File: src/rtl/note_synth_pkg.sv
// rtl/note_synth_pkg.sv - shared FSM states, phase increments and sample width for note_synth.
package note_synth_pkg;

  typedef enum logic [1:0] {
    IDLE    = 2'd0,
    PLAY    = 2'd1,
    RELEASE = 2'd2
  } state_t;

  localparam int SAMPLE_W = 16;

  // 24-bit phase steps for a 48 kHz sample rate, C4..F4.
  localparam logic [23:0] INC0 = 24'd0;
  localparam logic [23:0] INC1 = 24'd91446;
  localparam logic [23:0] INC2 = 24'd102642;
  localparam logic [23:0] INC3 = 24'd115214;
  localparam logic [23:0] INC4 = 24'd122065;

  function automatic logic [23:0] note_inc(input logic [2:0] note);
    case (note)
      3'd1:    return INC1;
      3'd2:    return INC2;
      3'd3:    return INC3;
      3'd4:    return INC4;
      default: return INC0;
    endcase
  endfunction

endpackage

File: src/rtl/note_synth_pad_debounce.sv
// rtl/note_synth_pad_debounce.sv - per-frame pad hit collection and saturating debounce counters.
module pad_debounce #(
  parameter int DEBOUNCE_FRAMES = 3
) (
  input  logic       clk,
  input  logic       rst,
  input  logic [2:0] i_sound_num,
  input  logic       i_frame_end,
  output logic [3:0] o_pressed
);

  localparam logic [3:0] CNT_MAX = 4'(DEBOUNCE_FRAMES);

  logic [3:0] r_frame_hit;
  logic [3:0] r_pressed;
  logic [3:0] r_cnt      [4];
  logic [3:0] w_cnt_next [4];
  logic [3:0] w_hit_now;
  logic [3:0] w_hit;

  always_comb begin
    w_hit_now = 4'b0000;
    case (i_sound_num)
      3'd1:    w_hit_now = 4'b0001;
      3'd2:    w_hit_now = 4'b0010;
      3'd3:    w_hit_now = 4'b0100;
      3'd4:    w_hit_now = 4'b1000;
      default: w_hit_now = 4'b0000;
    endcase
  end

  // A hit landing on the frame_end cycle still belongs to the closing frame.
  assign w_hit = r_frame_hit | w_hit_now;

  always_comb begin
    for (int k = 0; k < 4; k++) begin
      w_cnt_next[k] = 4'd0;
      if (w_hit[k]) begin
        w_cnt_next[k] = (r_cnt[k] == CNT_MAX) ? CNT_MAX : r_cnt[k] + 4'd1;
      end
    end
  end

  always_ff @(posedge clk or negedge rst) begin
    if (!rst) begin
      r_frame_hit <= 4'b0000;
      r_pressed   <= 4'b0000;
      for (int k = 0; k < 4; k++) r_cnt[k] <= 4'd0;
    end else if (i_frame_end) begin
      r_frame_hit <= 4'b0000;
      for (int k = 0; k < 4; k++) begin
        r_cnt[k]     <= w_cnt_next[k];
        r_pressed[k] <= (w_cnt_next[k] == CNT_MAX);
      end
    end else begin
      r_frame_hit <= w_hit;
    end
  end

  assign o_pressed = r_pressed;

endmodule

File: src/rtl/note_synth.sv
// rtl/note_synth.sv - debounced pad-to-square-wave note synthesizer, one voice.
// Optional release tail enabled by defining NOTE_SYNTH_RELEASE_EN.
module note_synth #(
  parameter int                 DEBOUNCE_FRAMES = 3,
  parameter logic signed [15:0] AMP             = 16'sh2000,
  parameter logic [15:0]        DECAY_STEP      = 16'd64,
  parameter int                 PHASE_W         = 24
) (
  input  logic        clk,
  input  logic        rst,
  input  logic [2:0]  i_sound_num,
  input  logic        i_frame_end,
  input  logic        i_dac_req,
  output logic [15:0] o_sample,
  output logic        o_sample_valid,
  output logic [2:0]  o_note,
  output logic        o_busy
);
  import note_synth_pkg::*;

  state_t               r_state, w_state_next;
  logic [PHASE_W-1:0]   r_phase, w_phase_next, w_phase_step;
  logic [SAMPLE_W-1:0]  r_amp, w_amp_next, w_sample_amp, w_sample;
  logic [2:0]           r_note, w_note_next, w_sel;
  logic [SAMPLE_W-1:0]  r_sample;
  logic                 r_valid;
  logic                 r_eval;
  logic [3:0]           w_pressed;
  logic                 w_any;
`ifdef NOTE_SYNTH_RELEASE_EN
  logic [SAMPLE_W-1:0]  w_amp_dec;
`endif

  pad_debounce #(
    .DEBOUNCE_FRAMES(DEBOUNCE_FRAMES)
  ) u_debounce (
    .clk        (clk),
    .rst        (rst),
    .i_sound_num(i_sound_num),
    .i_frame_end(i_frame_end),
    .o_pressed  (w_pressed)
  );

  assign w_any = |w_pressed;

  always_comb begin
    w_sel = 3'd0;
    if      (w_pressed[0]) w_sel = 3'd1;
    else if (w_pressed[1]) w_sel = 3'd2;
    else if (w_pressed[2]) w_sel = 3'd3;
    else if (w_pressed[3]) w_sel = 3'd4;
  end

`ifdef NOTE_SYNTH_RELEASE_EN
  assign w_amp_dec = (r_amp > DECAY_STEP) ? r_amp - DECAY_STEP : '0;
`endif

  assign w_phase_step = r_phase + PHASE_W'(note_inc(r_note));

  always_comb begin
    w_state_next = r_state;
    w_note_next  = r_note;
    w_amp_next   = r_amp;
    w_phase_next = i_dac_req ? w_phase_step : r_phase;
    w_sample_amp = r_amp;
    case (r_state)
      IDLE: begin
        if (r_eval && w_any) begin
          w_state_next = PLAY;
          w_phase_next = '0;
          w_amp_next   = AMP;
          w_note_next  = w_sel;
        end
      end
      PLAY: begin
        if (r_eval) begin
          if (w_any) begin
            w_note_next = w_sel;
          end else begin
`ifdef NOTE_SYNTH_RELEASE_EN
            w_state_next = RELEASE;
`else
            w_state_next = IDLE;
            w_amp_next   = '0;
            w_note_next  = 3'd0;
`endif
          end
        end
      end
`ifdef NOTE_SYNTH_RELEASE_EN
      RELEASE: begin
        // The sample on a request always reflects the decayed amplitude.
        w_sample_amp = w_amp_dec;
        if (r_eval && w_any) begin
          w_state_next = PLAY;
          w_amp_next   = AMP;
          w_note_next  = w_sel;
        end else if (i_dac_req) begin
          w_amp_next = w_amp_dec;
          if (w_amp_dec == '0) begin
            w_state_next = IDLE;
            w_note_next  = 3'd0;
          end
        end
      end
`endif
      default: begin
        w_state_next = IDLE;
      end
    endcase
  end

  // Sample is taken from the pre-transition state on a colliding request.
  always_comb begin
    w_sample = '0;
    if (r_state != IDLE) begin
      w_sample = w_phase_step[PHASE_W-1] ? (~w_sample_amp + 16'd1) : w_sample_amp;
    end
  end

  always_ff @(posedge clk or negedge rst) begin
    if (!rst) begin
      r_state  <= IDLE;
      r_phase  <= '0;
      r_amp    <= '0;
      r_note   <= 3'd0;
      r_sample <= '0;
      r_valid  <= 1'b0;
      r_eval   <= 1'b0;
    end else begin
      r_state <= w_state_next;
      r_phase <= w_phase_next;
      r_amp   <= w_amp_next;
      r_note  <= w_note_next;
      r_valid <= i_dac_req;
      r_eval  <= i_frame_end;
      if (i_dac_req) r_sample <= w_sample;
    end
  end

  assign o_sample       = r_sample;
  assign o_sample_valid = r_valid;
  assign o_note         = r_note;
  assign o_busy         = (r_state != IDLE);

endmodule

File: config.mk
export PLATFORM = sky130hd
export DESIGN_NAME = note_synth
export DESIGN_NICKNAME = d
export VERILOG_FILES = /design/src/rtl/note_synth_pkg.sv /design/src/rtl/note_synth_pad_debounce.sv /design/src/rtl/note_synth.sv
export SDC_FILE = /design/constraint.sdc
export NUM_CORES = 1
export LEC_CHECK = 0
export BUFFER_PORTS_ARGS = -buffer_cell sky130_fd_sc_hd__buf_2
export CAP_MARGIN = 15
export CORE_ASPECT_RATIO = 1.5
export CORE_MARGIN = 5
export CORE_UTILIZATION = 35
export CTS_CLUSTER_DIAMETER = 50
export DETAILED_ROUTE_END_ITERATION = 6
export REMOVE_ABC_BUFFERS = 1
export SKIP_LAST_GASP = 1
export SYNTH_ARGS = -nofsm -noshare
export SYNTH_HDL_FRONTEND = slang
export SYNTH_HIERARCHICAL = 1
export SYNTH_SLANG_ARGS = --single-unit
File: constraint.sdc
create_clock -name clk -period 4.1 [get_ports clk]
set_clock_uncertainty 0.15 [all_clocks]
set_input_delay 0.82 -clock clk [delete_from_list [all_inputs] [get_ports clk]]
set_output_delay 0.82 -clock clk [all_outputs]
set_load 0.02 [all_outputs]
* After elaboration in Yosys (flattened, before gate mapping)
Cells that the tools add are included.
** Word-level totals
- Bits in registers :: 87
- Latch bits :: 0
- Bits in writable memories :: 0
- Memory bits (read-only) :: 0
- Input port bits :: 7
- Output and inout bits :: 21
- Logic and storage cells :: 81
- Memories :: 0
** Operators by class
- Add/sub/neg operators :: 6
- Multipliers :: 0
- Div/mod/pow operators :: 0
- Order comparisons :: 0
- Equality and inequality tests :: 20
- Shift operators :: 0
- Multiplexer cells :: 32
- Bitwise gates (word level) :: 2
- Reductions and logical operators :: 8
** Operators by type and width (number)
- 16-bit two-way mux :: 5
- 24-bit two-way mux :: 3
- 17-bit one-hot mux with 4 select lines :: 1
- 4-bit two-way mux :: 9
- 4-bit by 2-bit == test with 1-bit output (second input constant) :: 8
- 16-bit one-hot mux with 2 select lines :: 1
- 24-bit adder :: 1
- 3-bit two-way mux :: 7
- 16-bit by 1-bit adder with 16-bit output (second input constant) :: 1
- 4-bit by 1-bit adder with 4-bit output (second input constant) :: 4
- 16-bit NOT :: 1
- 4-bit one-hot mux with 4 select lines :: 1
- 3-bit by 2-bit == test with 1-bit output (second input constant) :: 4
- 3-bit by 1-bit == test with 1-bit output (second input constant) :: 2
- 3-bit == test (second input constant) :: 2
- 2-bit two-way mux :: 3
- 2-bit != test (second input constant) :: 3
- 3-bit one-hot mux with 2 select lines :: 1
- 3-bit AND reduction :: 2
- 4-bit bitwise OR :: 1
- 2-bit one-hot mux with 2 select lines :: 1
- 4-bit AND reduction :: 1
- 2-bit nonzero test :: 2
- 4-bit OR reduction :: 1
- 3 further kinds :: 3

* Depth between registers and ports, before layout
- Depth in word-level cells :: 7
- Mapped depth :: 14
- Depth with buffers taken out :: 13

* By module
Netlist, hierarchy kept.
** By module, submodules not included
- note_synth :: times used 1, cells an instance 294, area an instance 2496.1 um2, sequential area each 800.8 um2
- pad_debounce :: times used 1, cells an instance 133, area an instance 1306.3 um2, sequential area each 600.6 um2

* Least setup slack after synthesis
No wires, ideal clock.
- Path kind :: flip-flop to flip-flop
- Start point :: reg r_note[0], in the netlist o_note[0]
- End point :: reg r_phase[20]
- Library setup time :: 78 ps
- Arrival :: 3069 ps
- Data required time :: 3872 ps
- Setup slack :: 803 ps
- Stages on the path, launching flop included :: 15
- Path buffers :: 1
- Period minus slack after synthesis :: 3297 ps
- Cells stage by stage :: dfrtp_1 buf_2 nor2_1 nand2_1 inv_1 ha_1 inv_1 fa_1 nor2b_1 a211oi_2 o31ai_2 a32o_2 a211oi_2 or4_1 a21oi_1
** On the way
- Word-level cells in the longest chain between the ends :: 6
- Elaborated cells on any way between the ends :: 9
- Those cells by class :: add/sub (1); eq/ne (4); mux (4)
** Ends and longest elaborated chain
- start, declared :: RTL line note_synth.sv:24 : logic [2:0] r_note, w_note_next, w_sel;
- start signal, assigned :: RTL line note_synth.sv:134 : r_note <= w_note_next;
- 3-bit == test (tied with other cells) :: RTL line note_synth_pkg.sv:20 : case (note)
- 17-bit one-hot mux with 4 select lines * :: RTL line note_synth_pkg.sv:20
- 24-bit adder * :: RTL line note_synth.sv:58 : assign w_phase_step = r_phase + PHASE_W'(note_inc(r_note));
- 24-bit two-way mux * :: RTL line note_synth.sv:64 : w_phase_next = i_dac_req ? w_phase_step : r_phase;
- 24-bit two-way mux :: RTL line note_synth.sv:68 : if (r_eval && w_any) begin
- 24-bit two-way mux * :: RTL line note_synth.sv:66 : case (r_state)
- named net w_phase_next[20] :: RTL line note_synth.sv:22 : logic [PHASE_W-1:0] r_phase, w_phase_next, w_phase_step;
- end signal, assigned :: RTL line note_synth.sv:132 : r_phase <= w_phase_next;
- end, declared :: RTL line note_synth.sv:22
Mark *: on every way through the listed nets, which the timed path passes. The rest lies on a longest branch.
A chain may end at the register's enable or synchronous reset.

* Worst setup path after layout
Ends and elaborated chain as after synthesis.

==> results by group <==
Global routing
  • Vias in the first global route: 3050
  • GRT Total Usage: 13.8%
  • Total grt overflow: 0
  • Initial antenna violation count: 0
  • First-pass GRT wire length: 14.4 mm
  • Largest net degree at the start of global routing: 31

Synthesis
  • Syn_area_per_cell: 8.90 µm²
  • Predominant post-synthesis flop cell: dfrtp_1
  • Gate Count Post-Synth: 427
  • Post-Syn Area: 3800 µm²
  • Seq/Total Area, Yosys: 36.9%
  • Post-synth cell types: 64
  • Asr flop ratio synth: 100%
  • Ys Warns: 6
  • Post-synth EDFFs: 0
  • Synthesis-stage register bit count: 56

Timing
  • RSZ-0062 raised after global routing: false
  • Final hold violations: 0
  • Pin slew with the least headroom to its limit: 721 ps
  • Setup TNS: 0 ps
  • Post-route setup slack: 571 ps
  • Worst hold slack: 359 ps
  • Max Fclk: 283 MHz
  • Slew HR: 51.9%
  • Final setup violation count: 0
  • Crit share post-route: 86.1%
  • Tmin final: 3530 ps
  • Max-slew violations: 0

Setup path
  • Required time of the critical path: 4170 ps
  • R2R cell count: 13
  • Crit Path Max Fanout: 9
  • Levels on crit path: 13
  • CP cell instances: nor2_1 -> nand2_1 -> inv_1 -> ha_1 -> inv_1 -> fa_1 -> nor2b_1 -> a211oi_2 -> o31ai_2 -> a32o_2 -> a211oi_2 -> or4_1 -> a21oi_1
  • Reg-to-Reg End: r_phase[20]
  • Category of the most critical setup path: reg -> reg
  • Worst setup SP type: flip-flop
  • CP top delay family: simple AND/OR/NAND/NOR gates
  • Crit. Startpoint: o_note[0]
  • R2r startpoint: o_note[0]
  • CP Data Arrival Time: 3600 ps
  • CP Buf/Inv Count: 2
  • R2R Setup Slk: 570 ps
  • Max incr delay on CP: 480 ps
  • Slowest CP cell: or4_1
  • CP endpoint kind: flip-flop

Route
  • Vias/cell: 5.31
  • Total Wirelength: 8.25 mm
  • Post-DRT Antenna Nets: 0
  • First-pass DRT Iterations: 4
  • DRC violations left: 0
  • 1st-iter DRT viols: 116
  • Vias: 3060
  • Routed WL per cell: 14.3 µm

Die
  • Core area: 10600 µm²
  • Initial Util: 35.9%
  • Die Span Y: 138 µm
  • Die ar.: 13100 µm²
  • Die width: 95.1 µm
  • Row cnt: 46
  • # IOs: 28

Clock tree
  • Clock latency on the worst-skew pair: 300 ps
  • CTS clk-pin slew, worst paths: 70 ps
  • Post-CTS Hold Buffers: 0
  • Clock sink count: 56
  • H-tree depth: 2
  • Clk root buf: clkbuf_16
  • Resized cells post-CTS: 0
  • TritonCTS clock tree: built
  • Clock buffer depth: 2
  • Post-CTS setup buffer count: 0
  • Num CTS Buffers: 5

Cells and area
  • Fraction of layout cells with a size suffix above 1: 11.6%
  • Finished Layout Cells: 576
  • Final Util: 38.5%
  • Ant. Diodes: 0
  • Post-route cell area: 4080 µm²
  • Syn-to-layout area delta: 7.21%
  • Final Net Count: 458

Power
  • Power Dens Cells: 497 nW/µm²
  • Leak: 1.87 nW
  • Pwr Total: 2.03 mW
  • VDD IR-drop max: 0.000206 V

Status
  • Status: finished, final reports clean

Worst hold path
  • Hold Startpoint: u_debounce/r_cnt[10]
  • Worst Hold Class: reg -> reg
  • Hold endpoint: u_debounce/r_cnt[10]
  • Worst hold stages: 1

Place
  • Post-DP Area: 3930 µm²
  • PortBufs: 14
  • DP Cell Count: 568
  • Setup WS pre-CTS: 563 ps
  • Placer Congestion: 0.815
  • Post-DP HPWL: 5.99 mm

Job
  • Max Cap Violations: 0
worst reg2reg max path: stages (launching register included):
cell	delay (ps)
dfrtp_1	470
nor2_1	240
nand2_1	140
inv_1	110
ha_1	150
inv_1	50
fa_1	370
nor2b_1	260
a211oi_2	80
o31ai_2	360
a32o_2	300
a211oi_2	130
or4_1	480
a21oi_1	160
Yosys cell counts, drive strengths merged (8+ instances only):
master,count,area (µm²)
a21o,8,60.1
inv,15,56.3
a21oi,25,133
o31ai,8,65.1
o21ai,29,145
a211oi,8,75.1
nor2,49,184
nand3,17,85.1
ha,19,238
clkbuf,8,30.0
buf,23,159
xnor2,14,123
dfrtp,56,1400
nand2,32,120
a31oi,9,77.6
area by class of cell:
type	instances	area, µm²
clock buffer	5	125
clock inverter	3	22.5
fill	1102	6510
inverter	15	56.3
multi-input combinational	337	2210
sequential	56	1400
tap	144	180
timing repair buffer	16	85.1
state kept, by name, summed over array words and instances (netlist names):
register and cells:
o_sample_valid 1, u_debounce/r_frame_hit 4, u_debounce/r_cnt 16, o_note 3, r_eval 1, r_state 1
r_phase 24, o_sample 2, u_debounce/o_pressed 4
how the worst max path moves through the flow:
stage / end / slack [ps]
finish: r_phase[20] / 570
global route: r_phase[20] / 220
CTS: r_phase[20] / 550
detailed placement: r_phase[22] / 560
global placement: r_phase[20] / 710
floorplan: r_phase[18] / 840
per-layer routing:
layer | vias up | routed length [µm] | global-route usage (%)
met5 | - | 0 | 0
met4 | 0 | 265 | 6.02
met3 | 18 | 280 | 2.30
met2 | 47 | 4150 | 24.2
met1 | 1462 | 3550 | 16.4
li1 | 1533 | - | -
logic make-up after synthesis:
| group | after synthesis | share of synthesized area, % |
|---|---|---|
| AOI/OAI and AO/OA | 116 | 21.5 |
| xor gates and xnor gates | 19 | 4.38 |
| adders and majority gates | 20 | 6.78 |
| buffers and inverters | 46 | 6.45 |
| DFF | 56 | 36.9 |
| muxes | 8 | 2.24 |
| other | 1 | 0.0986 |
| and+or+nand+nor | 161 | 21.7 |
where the power goes:
part / leakage [nW] / switching, mW / internal, mW / total, mW
logic: 1.06 / 0.504 / 0.339 / 0.842
clock network: 0.0742 / 0.212 / 0.229 / 0.442
registers: 0.742 / 0.0899 / 0.652 / 0.742
cell usage in the layout, fill, tap and decap left out, types with 3 or more instances in the layout:
| cell | instances |
|---|---|
| nand2_1 | 32 |
| clkbuf_16 | 5 |
| nor3b_2 | 3 |
| a21o_1 | 8 |
| mux2i_1 | 4 |
| nand4_1 | 6 |
| o21ai_1 | 13 |
| a22o_1 | 5 |
| or3_1 | 5 |
| a31oi_1 | 7 |
| o21ai_0 | 16 |
| a21oi_1 | 23 |
| dfrtp_1 | 56 |
| inv_1 | 13 |
| a211oi_2 | 3 |
| buf_2 | 14 |
| nor4_1 | 3 |
| nand2b_1 | 5 |
| conb_1 | 13 |
| o31ai_1 | 7 |
| ha_1 | 19 |
| nand3_1 | 17 |
| or4_1 | 7 |
| nor3_1 | 6 |
| nor2_1 | 49 |
| and3_1 | 7 |
| nand3b_1 | 3 |
| a211oi_1 | 5 |
| nor2b_1 | 5 |
| xnor2_1 | 14 |
| mux2_2 | 4 |
| xor2_1 | 5 |
| o2bb2ai_1 | 4 |
Power figures use the tool's default switching activity.
